==> src/rtl/serial_frame_rx.sv <==
// Serial line deframer: start bit, LSB-first data, optional parity, 1-2 stop bits.
// Emits one-cycle done/parity_err/frame_err strobes and keeps saturating statistics.
module serial_frame_rx #(
    parameter int DATA_BITS   = 8,
    parameter int PARITY_MODE = 0,
    parameter int STOP_BITS   = 1,
    parameter int CNT_W       = 16
) (
    input  logic                 clk,
    input  logic                 reset_n,
    input  logic                 serial_in,
    output logic [DATA_BITS-1:0] data_out,
    output logic                 done,
    output logic                 parity_err,
    output logic                 frame_err,
    output logic                 busy,
    output logic [CNT_W-1:0]     good_count,
    output logic [CNT_W-1:0]     err_count
);

    localparam int              BW        = $clog2(DATA_BITS + 1);
    localparam logic [BW-1:0]   LAST_BIT  = BW'(DATA_BITS - 1);
    localparam logic            LAST_STOP = (STOP_BITS == 2);
    localparam logic [CNT_W-1:0] CNT_MAX  = '1;

    typedef enum logic [2:0] {
        IDLE      = 3'd0,
        DATA      = 3'd1,
        PARITY    = 3'd2,
        STOP      = 3'd3,
        DONE      = 3'd4,
        BAD_PAR   = 3'd5,
        WAIT_IDLE = 3'd6
    } state_t;

    state_t                 state;
    state_t                 next_state;
    logic [DATA_BITS-1:0]   shift_reg;
    logic [BW-1:0]          bit_cnt;
    logic                   stop_cnt;
    logic                   parity_bit;
    logic                   wait_first;
    logic                   parity_ok;

    always_comb begin
        parity_ok = 1'b1;
        if (PARITY_MODE == 1) begin
            parity_ok = ~(^shift_reg ^ parity_bit);
        end else if (PARITY_MODE == 2) begin
            parity_ok = ^shift_reg ^ parity_bit;
        end
    end

    always_comb begin
        next_state = IDLE;
        case (state)
            IDLE:      next_state = serial_in ? IDLE : DATA;
            DATA: begin
                if (bit_cnt == LAST_BIT) begin
                    next_state = (PARITY_MODE != 0) ? PARITY : STOP;
                end else begin
                    next_state = DATA;
                end
            end
            PARITY:    next_state = STOP;
            STOP: begin
                if (!serial_in) begin
                    next_state = WAIT_IDLE;
                end else if (stop_cnt != LAST_STOP) begin
                    next_state = STOP;
                end else begin
                    next_state = parity_ok ? DONE : BAD_PAR;
                end
            end
            DONE,
            BAD_PAR:   next_state = serial_in ? IDLE : DATA;
            WAIT_IDLE: next_state = serial_in ? IDLE : WAIT_IDLE;
            default:   next_state = IDLE;
        endcase
    end

    // frame_err is only the first WAIT_IDLE cycle, tracked by wait_first
    assign done       = (state == DONE);
    assign parity_err = (state == BAD_PAR);
    assign frame_err  = (state == WAIT_IDLE) && wait_first;
    assign busy       = (state != IDLE);

    always_ff @(posedge clk) begin
        if (!reset_n) begin
            state      <= IDLE;
            shift_reg  <= '0;
            bit_cnt    <= '0;
            stop_cnt   <= 1'b0;
            parity_bit <= 1'b0;
            wait_first <= 1'b0;
            data_out   <= '0;
            good_count <= '0;
            err_count  <= '0;
        end else begin
            state      <= next_state;
            wait_first <= (state != WAIT_IDLE);

            if (state == DATA) begin
                for (int i = 0; i < DATA_BITS; i++) begin
                    if (bit_cnt == BW'(i)) begin
                        shift_reg[i] <= serial_in;
                    end
                end
                bit_cnt <= bit_cnt + BW'(1);
            end else begin
                bit_cnt <= '0;
            end

            if (state == PARITY) begin
                parity_bit <= serial_in;
            end

            if (state == STOP) begin
                stop_cnt <= ~stop_cnt;
            end else begin
                stop_cnt <= 1'b0;
            end

            if (state == STOP && next_state == DONE) begin
                data_out <= shift_reg;
            end

            if (state == DONE && good_count != CNT_MAX) begin
                good_count <= good_count + CNT_W'(1);
            end

            if ((state == BAD_PAR || (state == WAIT_IDLE && wait_first)) && err_count != CNT_MAX) begin
                err_count <= err_count + CNT_W'(1);
            end
        end
    end

endmodule

==> config.mk <==
export PLATFORM = sky130hd
export DESIGN_NAME = serial_frame_rx
export DESIGN_NICKNAME = d
export VERILOG_FILES = /design/src/rtl/serial_frame_rx.sv
export SDC_FILE = /design/constraint.sdc
export NUM_CORES = 1
export LEC_CHECK = 0
export ABC_AREA = 1
export CAP_MARGIN = 10
export CORE_UTILIZATION = 54
export CTS_BUF_LIST = sky130_fd_sc_hd__clkbuf_16
export DETAILED_ROUTE_END_ITERATION = 10
export GPL_TIMING_DRIVEN = 1
export HOLD_SLACK_MARGIN = 0.1
export PLACE_DENSITY = 0.92
export SKIP_LAST_GASP = 1
export SYNTH_ARGS = -nofsm -noshare
export SYNTH_HDL_FRONTEND = slang
export SYNTH_SLANG_ARGS = --single-unit
==> constraint.sdc <==
create_clock -name clk -period 3.7 [get_ports clk]
set_input_delay 0.74 -clock clk [delete_from_list [all_inputs] [get_ports clk]]
set_output_delay 0.74 -clock clk [all_outputs]
set_load 0.01 [all_outputs]
==> results.md, run 1 <==
- Setup Skew: 4.309 ps
- Synthesized flop and latch total: 57
- Final core occ: 0.7078
- Die Wd: 77.61 um
- Worst-Margin Slew: 613.5 ps
- Final TNS setup: 0 ps
- Design Area, Final: 3897 um^2
- Synth top area share: 0.3697
- Final cycle utilization of the critical path: 0.6659
- Final setup vio count: 0
- Sequential element share of the synthesized area: 0.3697
- Adder-cell share of the synthesized area: 0.02432
- Placed cells: 555
- Starting Density: 0.5606
- NumNets Final: 503
- Compound-gate portion of the synthesized area: 0.1107
- GRT busiest layer: met2
- CTS Buf Count: 9
- CP peak stage delay: 550 ps
- Lkg Pwr: 1.438 nW
- Initial antenna violation count: 0
- Post-Layout Cell Count: 571
- DRT antenna net count: 0
- CP startpoint kind: register
- Setup crit start: state[0]$_SDFF_PN0_
- Grt met2 use: 0.4619
- CP Capture Type: output pin
- CTS tree: built
- Die area: 6023 um^2
- Hold depth: 2
- Top Registers: err_count (16), good_count (16)
- DR vias: 3043
- GR Layer Usage met3: 0.07059
- Die Y: 77.61 um
- Fin. Hold Viols: 0
- Core region area: 5507 um^2
- M1 GR Usage: 0.3360
- Max-slew violation count: 0
- Post-CTS Resized: 0
- Yosys warnings: 0
- Root Buffer: clkbuf_16
- Setup WS pre-CTS: 1289 ps
- Boundary pin count: 47
- Kind of critical path: reg -> out
- Hold endpoint: data_out[2]$_SDFFE_PN0P_
- Maximum buffer depth of the clock tree: 2
- Post-synthesis simple-gate area fraction: 0.3745
- Pin count of the biggest net entering global routing: 25
- Syn Area/Cell: 6.952 um^2
- Total Wirelength: 7611 um
- Hold WC Path Type: reg -> reg
- Relative max-transition margin: 0.5905
- Most frequent cells in the layout: nand2_1, nor2_1, dfxtp_1
- Clock-pin slew on the worst setup and hold paths: 50 ps
- Clock Latency Late Sink: 320 ps
- Vias in the first global route: 2938
- Setup WS post-layout: 1236 ps
- Library cells used by synthesis: 31
- Most common library cell in the layout ignoring fill and taps: nand2_1
- Main flop type after synthesis: dfxtp_1
- DP Area: 3586 um^2
- Post-Syn Instances: 444
- Initial DRT Pass Iterations: 4
- Num rows: 27
- Maximum vdd drop: 0.3227 mV
- Largest family of logic cells by synthesized area: simple AND/OR/NAND/NOR gates
- CTS H-Tree Depth: 3
- Area Growth Syn to Fin: 26.27%
- Post-synth top area cell: dfxtp_1
- Synth area leaders: dfxtp_1, nand2_1, nor2_1
- Power density over the cells: 392.7 nW/um^2
- Routed vias/inst: 5.329
- Number of synthesized flops with an enable pin: 0
- Post-Synth XOR/XNOR Area: 0.03121
- Share of layout cells above drive strength 1: 0.1222
- Crit path DAT: 1720 ps
- Fin crit period: 2464 ps
- Clk sinks: 57
- Critical Path RT: 2960 ps
- First-pass GRT wire length: 13330 um
- Post-synthesis cell area: 3087 um^2
- Worst Reg2Reg Path Length in Cells: 7
- Critical path's most frequent cell: nand2_1
- Unrepaired setup endpoints after global routing: no
- Overall routing resource usage: 0.2792
- Post-DP HPWL: 5079 um
- Flop2flop setup slack: 1780 ps
- FFs w/ async S/R, synth: 0
- Hold_buf cts: 0
- Mux contribution to synthesized area: 0
- # diodes: 0
- Worst-path cell chain: inv_2, nand2_1, inv_1, nand2_1, clkdlybuf4s50_1
- Port Buffers: 46
- Per-cell routed wire length: 13.33 um
- Fmax: 0.4059 GHz
- RR Endpoint: err_count[5]$_SDFFE_PN0P_
- Nets in the synthesized netlist: 453
- # Post-CTS Setup Buffers: 0
- Max Cap Viol: 0
- Critical path fanouts, max: 5
- # DRC: 0
- Outcome: completed
- Slowest cell on the critical path: clkdlybuf4s50_1
- DR iter-0 viols: 177
- Grt ovf: 0
- Reg2reg start: err_count[0]$_SDFFE_PN0P_
- Hold path start: data_out[2]$_SDFFE_PN0P_
- GPL Wtd Cong: 0.8800
[report_power, final]
| part | switching (mW) | internal [mW] |
|---|---|---|
| combinational | 0.0319 | 0.0135 |
| clock | 0.281 | 0.582 |
| sequential | 0.00367 | 0.618 |
| total | 0.317 | 1.21 |
[critical path, delay by kind of cell, from the launching register on]
family,cells,cell delay (ps)
flip-flops,1,440
AND/OR/NAND/NOR,2,240
buffers and inverters,3,720
[cell type report]
class,instances,area [um^2]
clock buffers,9,225.2
clock inverters,7,86.33
fillers,424,1609
inverters,56,210.2
multi-input cells,322,1669
flip-flops and latches,57,1141
well taps,72,90.09
repair buffers,48,475.5
[cell families (layout without fill, tap and decap cells)]
kind of cell	after synthesis	count (layout)
AO/OA/AOI/OAI	52	52
XOR/XNOR	11	11
adder cells (fa/ha/maj)	6	6
buffers and inverters	65	120
flip-flops	57	57
AND/OR/NAND/NOR	253	253
[through the flow]
step	power (mW)	hold slack, ps
global placement	0.6758	440.4
finish	1.531	480.8
CTS	1.536	485.8
floorplan	0.6649	422.1
global route	1.581	510.6
detailed placement	0.6789	477.3
[how the worst max path moves through the flow]
stage	to
after detailed placement	data_out[5]$_SDFFE_PN0P_
after global placement	data_out[3]$_SDFFE_PN0P_
final	busy
after global routing	busy
after floorplan	data_out[2]$_SDFFE_PN0P_
after CTS	busy
[cells in the mapped netlist, types with 2 or more instances]
library cell  count
nand3_1          22
clkbuf_1          5
nor2_1           65
nor2_2            5
and2_1            2
nand3_2           4
o21ai_0          10
inv_1            51
nand4_1           8
nor3_4            2
a21oi_1          17
o211ai_1          2
inv_2             4
nor3_1            9
nand2_2          12
nand2_1         112
dfxtp_1          57
nor2_4            3
buf_6             2
o21ai_1           2
xor2_1            6
nor4_1            8
a21oi_2          12
a31oi_1           7
xnor2_1           5
ha_1              6
o21ai_4           2
[metal layers]
layer  wire [um]  share of wire
met1        3291           0.43
met2        3763           0.49
met3         354          0.047
met4         202          0.027
met5           0              0
(Power assumes the default switching activity.)
==> run 2: changes to the inputs <==
clock period = 2.4 ns   (was 3.7 ns; I/O delays follow)
==> run 2 against run 1 <==
Combinational power up 53%. Clock skew up 0.73 ps. Sequential share of layout area up 0.22 points. First-iteration DRC count down 21%. Sequential power up 54%. Count of clock-buffer cells in the layout unchanged. Clock power up 38%. Die area unchanged. Highest routed layer unchanged. Via count down 0.36%. Critical path depth unchanged. Routed wire length down 5.0%.
==> results.md, run 2 (same netlist as run 1, synthesis figures left out) <==
- Outcome: completed
- Worst-Margin Slew: 424.7 ps (-188.8 ps)
- CP Capture Type: output pin
- Most common library cell in the layout ignoring fill and taps: nand2_1
- Boundary pin count: 47 (unchanged)
- Die Y: 77.61 um (unchanged)
- Starting Density: 0.5606 (unchanged)
- # Post-CTS Setup Buffers: 0 (unchanged)
- Top Registers: err_count (16), good_count (16)
- Grt ovf: 0 (unchanged)
- Initial antenna violation count: 0 (unchanged)
- Power density over the cells: 574.5 nW/um^2 (+46%)
- Crit path DAT: 1710 ps (about the same)
- CP startpoint kind: register
- Vias in the first global route: 2884 (-1.8%)
- Kind of critical path: reg -> out
- Fmax: 0.4573 GHz
- Setup Skew: 5.041 ps (+0.7317 ps)
- RR Endpoint: err_count[4]$_SDFFE_PN0P_
- Hold endpoint: stop_cnt$_SDFF_PN0_
- Fin crit period: 2187 ps
- Reg2reg start: err_count[0]$_SDFFE_PN0P_
- Core region area: 5507 um^2 (unchanged)
- Slowest cell on the critical path: clkdlybuf4s50_1
- Post-DP HPWL: 5056 um (-0.45%)
- Critical Path RT: 1920 ps (-1040 ps)
- Unrepaired setup endpoints after global routing: no
- Relative max-transition margin: 0.7158 (+0.1252)
- Clock-pin slew on the worst setup and hold paths: 50 ps (about the same)
- Clk sinks: 57 (unchanged)
- NumNets Final: 504 (+0.20%)
- Pin count of the biggest net entering global routing: 24 (-4.0%)
- DR vias: 3032 (-0.36%)
- Die area: 6023 um^2 (unchanged)
- Clock Latency Late Sink: 330 ps (about the same)
- Share of layout cells above drive strength 1: 0.1182 (-0.004008)
- Lkg Pwr: 1.420 nW (-1.3%)
- Total Wirelength: 7234 um (-5.0%)
- Area of the multi-input gates: 1669 um^2 (unchanged)
- Hold_buf cts: 0 (unchanged)
- Post-CTS Resized: 0 (unchanged)
- Routed vias/inst: 5.310 (-0.36%)
- Max-slew violation count: 0 (unchanged)
- CP peak stage delay: 550 ps (about the same)
- Worst-path cell chain: inv_1, nand2_1, inv_1, nand2_1, clkdlybuf4s50_1
- Hold path start: stop_cnt$_SDFF_PN0_
- Per-cell routed wire length: 12.67 um (-5.0%)
- Area Growth Syn to Fin: 25.33%
- Num rows: 27 (unchanged)
- Flop2flop setup slack: 480 ps (-1300 ps)
- Setup WS post-layout: 213.3 ps (-1023 ps)
- Setup WS pre-CTS: 262.2 ps (-1027 ps)
- Die Wd: 77.61 um (unchanged)
- CTS Buf Count: 9 (unchanged)
- DRT antenna net count: 0 (unchanged)
- Root Buffer: clkbuf_16
- Final TNS setup: 0 ps (unchanged)
- First-pass GRT wire length: 12260 um (-8.0%)
- Hold depth: 1 (-1)
- Final cycle utilization of the critical path: 0.9111
- Max Cap Viol: 0 (unchanged)
- CTS H-Tree Depth: 3 (unchanged)
- GPL Wtd Cong: 0.9130 (+3.8%)
- DR iter-0 viols: 140 (-21%)
- # DRC: 0 (unchanged)
- Maximum buffer depth of the clock tree: 2 (unchanged)
- Port Buffers: 46 (unchanged)
- Final setup vio count: 0 (unchanged)
- Fillers: 415 (-2.1%)
- Fin. Hold Viols: 0 (unchanged)
- Worst Reg2Reg Path Length in Cells: 7 (unchanged)
- Maximum vdd drop: 0.3742 mV (+16%)
- Critical path fanouts, max: 4 (-1)
- Initial DRT Pass Iterations: 5 (+1)
- CTS tree: built
- Hold WC Path Type: reg -> reg
- Most frequent cells in the layout: nand2_1, nor2_1, dfxtp_1
- Sequential cell area: 1141 um^2 (unchanged)
- # diodes: 0 (unchanged)
- Overall routing resource usage: 0.2590 (-0.02018)
run 2: cell count changes in the layout (fill, tap and decap cells not counted):
cell | before | now
bufinv_16 | 2 | 1
inv_1 | 52 | 51
clkinv_2 | 2 | 1
clkinv_1 | 2 | 5
buf_4 | 2 | 3
clkinv_4 | 1 | 0
run 2: how the worst max path moves through the flow:
stage | end | cells after the start | start
after floorplan | err_count[11]$_SDFFE_PN0P_ | 8 | err_count[0]$_SDFFE_PN0P_
after global routing | busy | 5 | state[1]$_SDFF_PN0_
after global placement | data_out[3]$_SDFFE_PN0P_ | 7 | serial_in
final | busy | 5 | state[1]$_SDFF_PN0_
after detailed placement | data_out[1]$_SDFFE_PN0P_ | 7 | serial_in
after CTS | busy | 5 | state[1]$_SDFF_PN0_
run 2: critical path, delay by kind of cell (launching register included):
| family | cells | cell delay (ps) |
|---|---|---|
| buffers and inverters | 3 | 750 |
| flip-flops | 1 | 400 |
| AND/OR/NAND/NOR | 2 | 240 |
run 2: report_power, final:
part | internal, mW | leakage [nW] | total, mW | switching [mW]
logic | 0.0218 | 0.825 | 0.0695 | 0.0477
clock network | 0.778 | 0.135 | 1.19 | 0.415
registers | 0.954 | 0.460 | 0.960 | 0.00544
run 2: metal layers:
layer,vias up,track usage,routed length (um)
met4,0,0.1509,196
met2,114,0.4416,3588
met3,23,0.06824,453
li1,1528,-,-
met5,-,0,0
met1,1367,0.2897,2994
run 2: final cells by class:
cell class,count,share of cell area
clock buffers,9,0.05821
clock inverters,6,0.01294
inverters,56,0.05433
multi-input cells,322,0.4314
flip-flops and latches,57,0.2950
well taps,72,0.02329
repair buffers,49,0.1248
run 2: through the flow:
stage          hold WS (ps)  total power [mW]  cell area [um^2]  cells  utilization
2_1_floorplan         422.1             1.025              3087    444            -
3_3_place_gp          458.2             1.044              3593    556       0.6526
3_5_place_dp          467.5             1.047              3593    556       0.6526
4_1_cts               478.7             2.232              3869    571       0.7026
5_1_grt               508.4             2.292              3869    571       0.7026
6_report              478.1             2.223              3869    571       0.7026
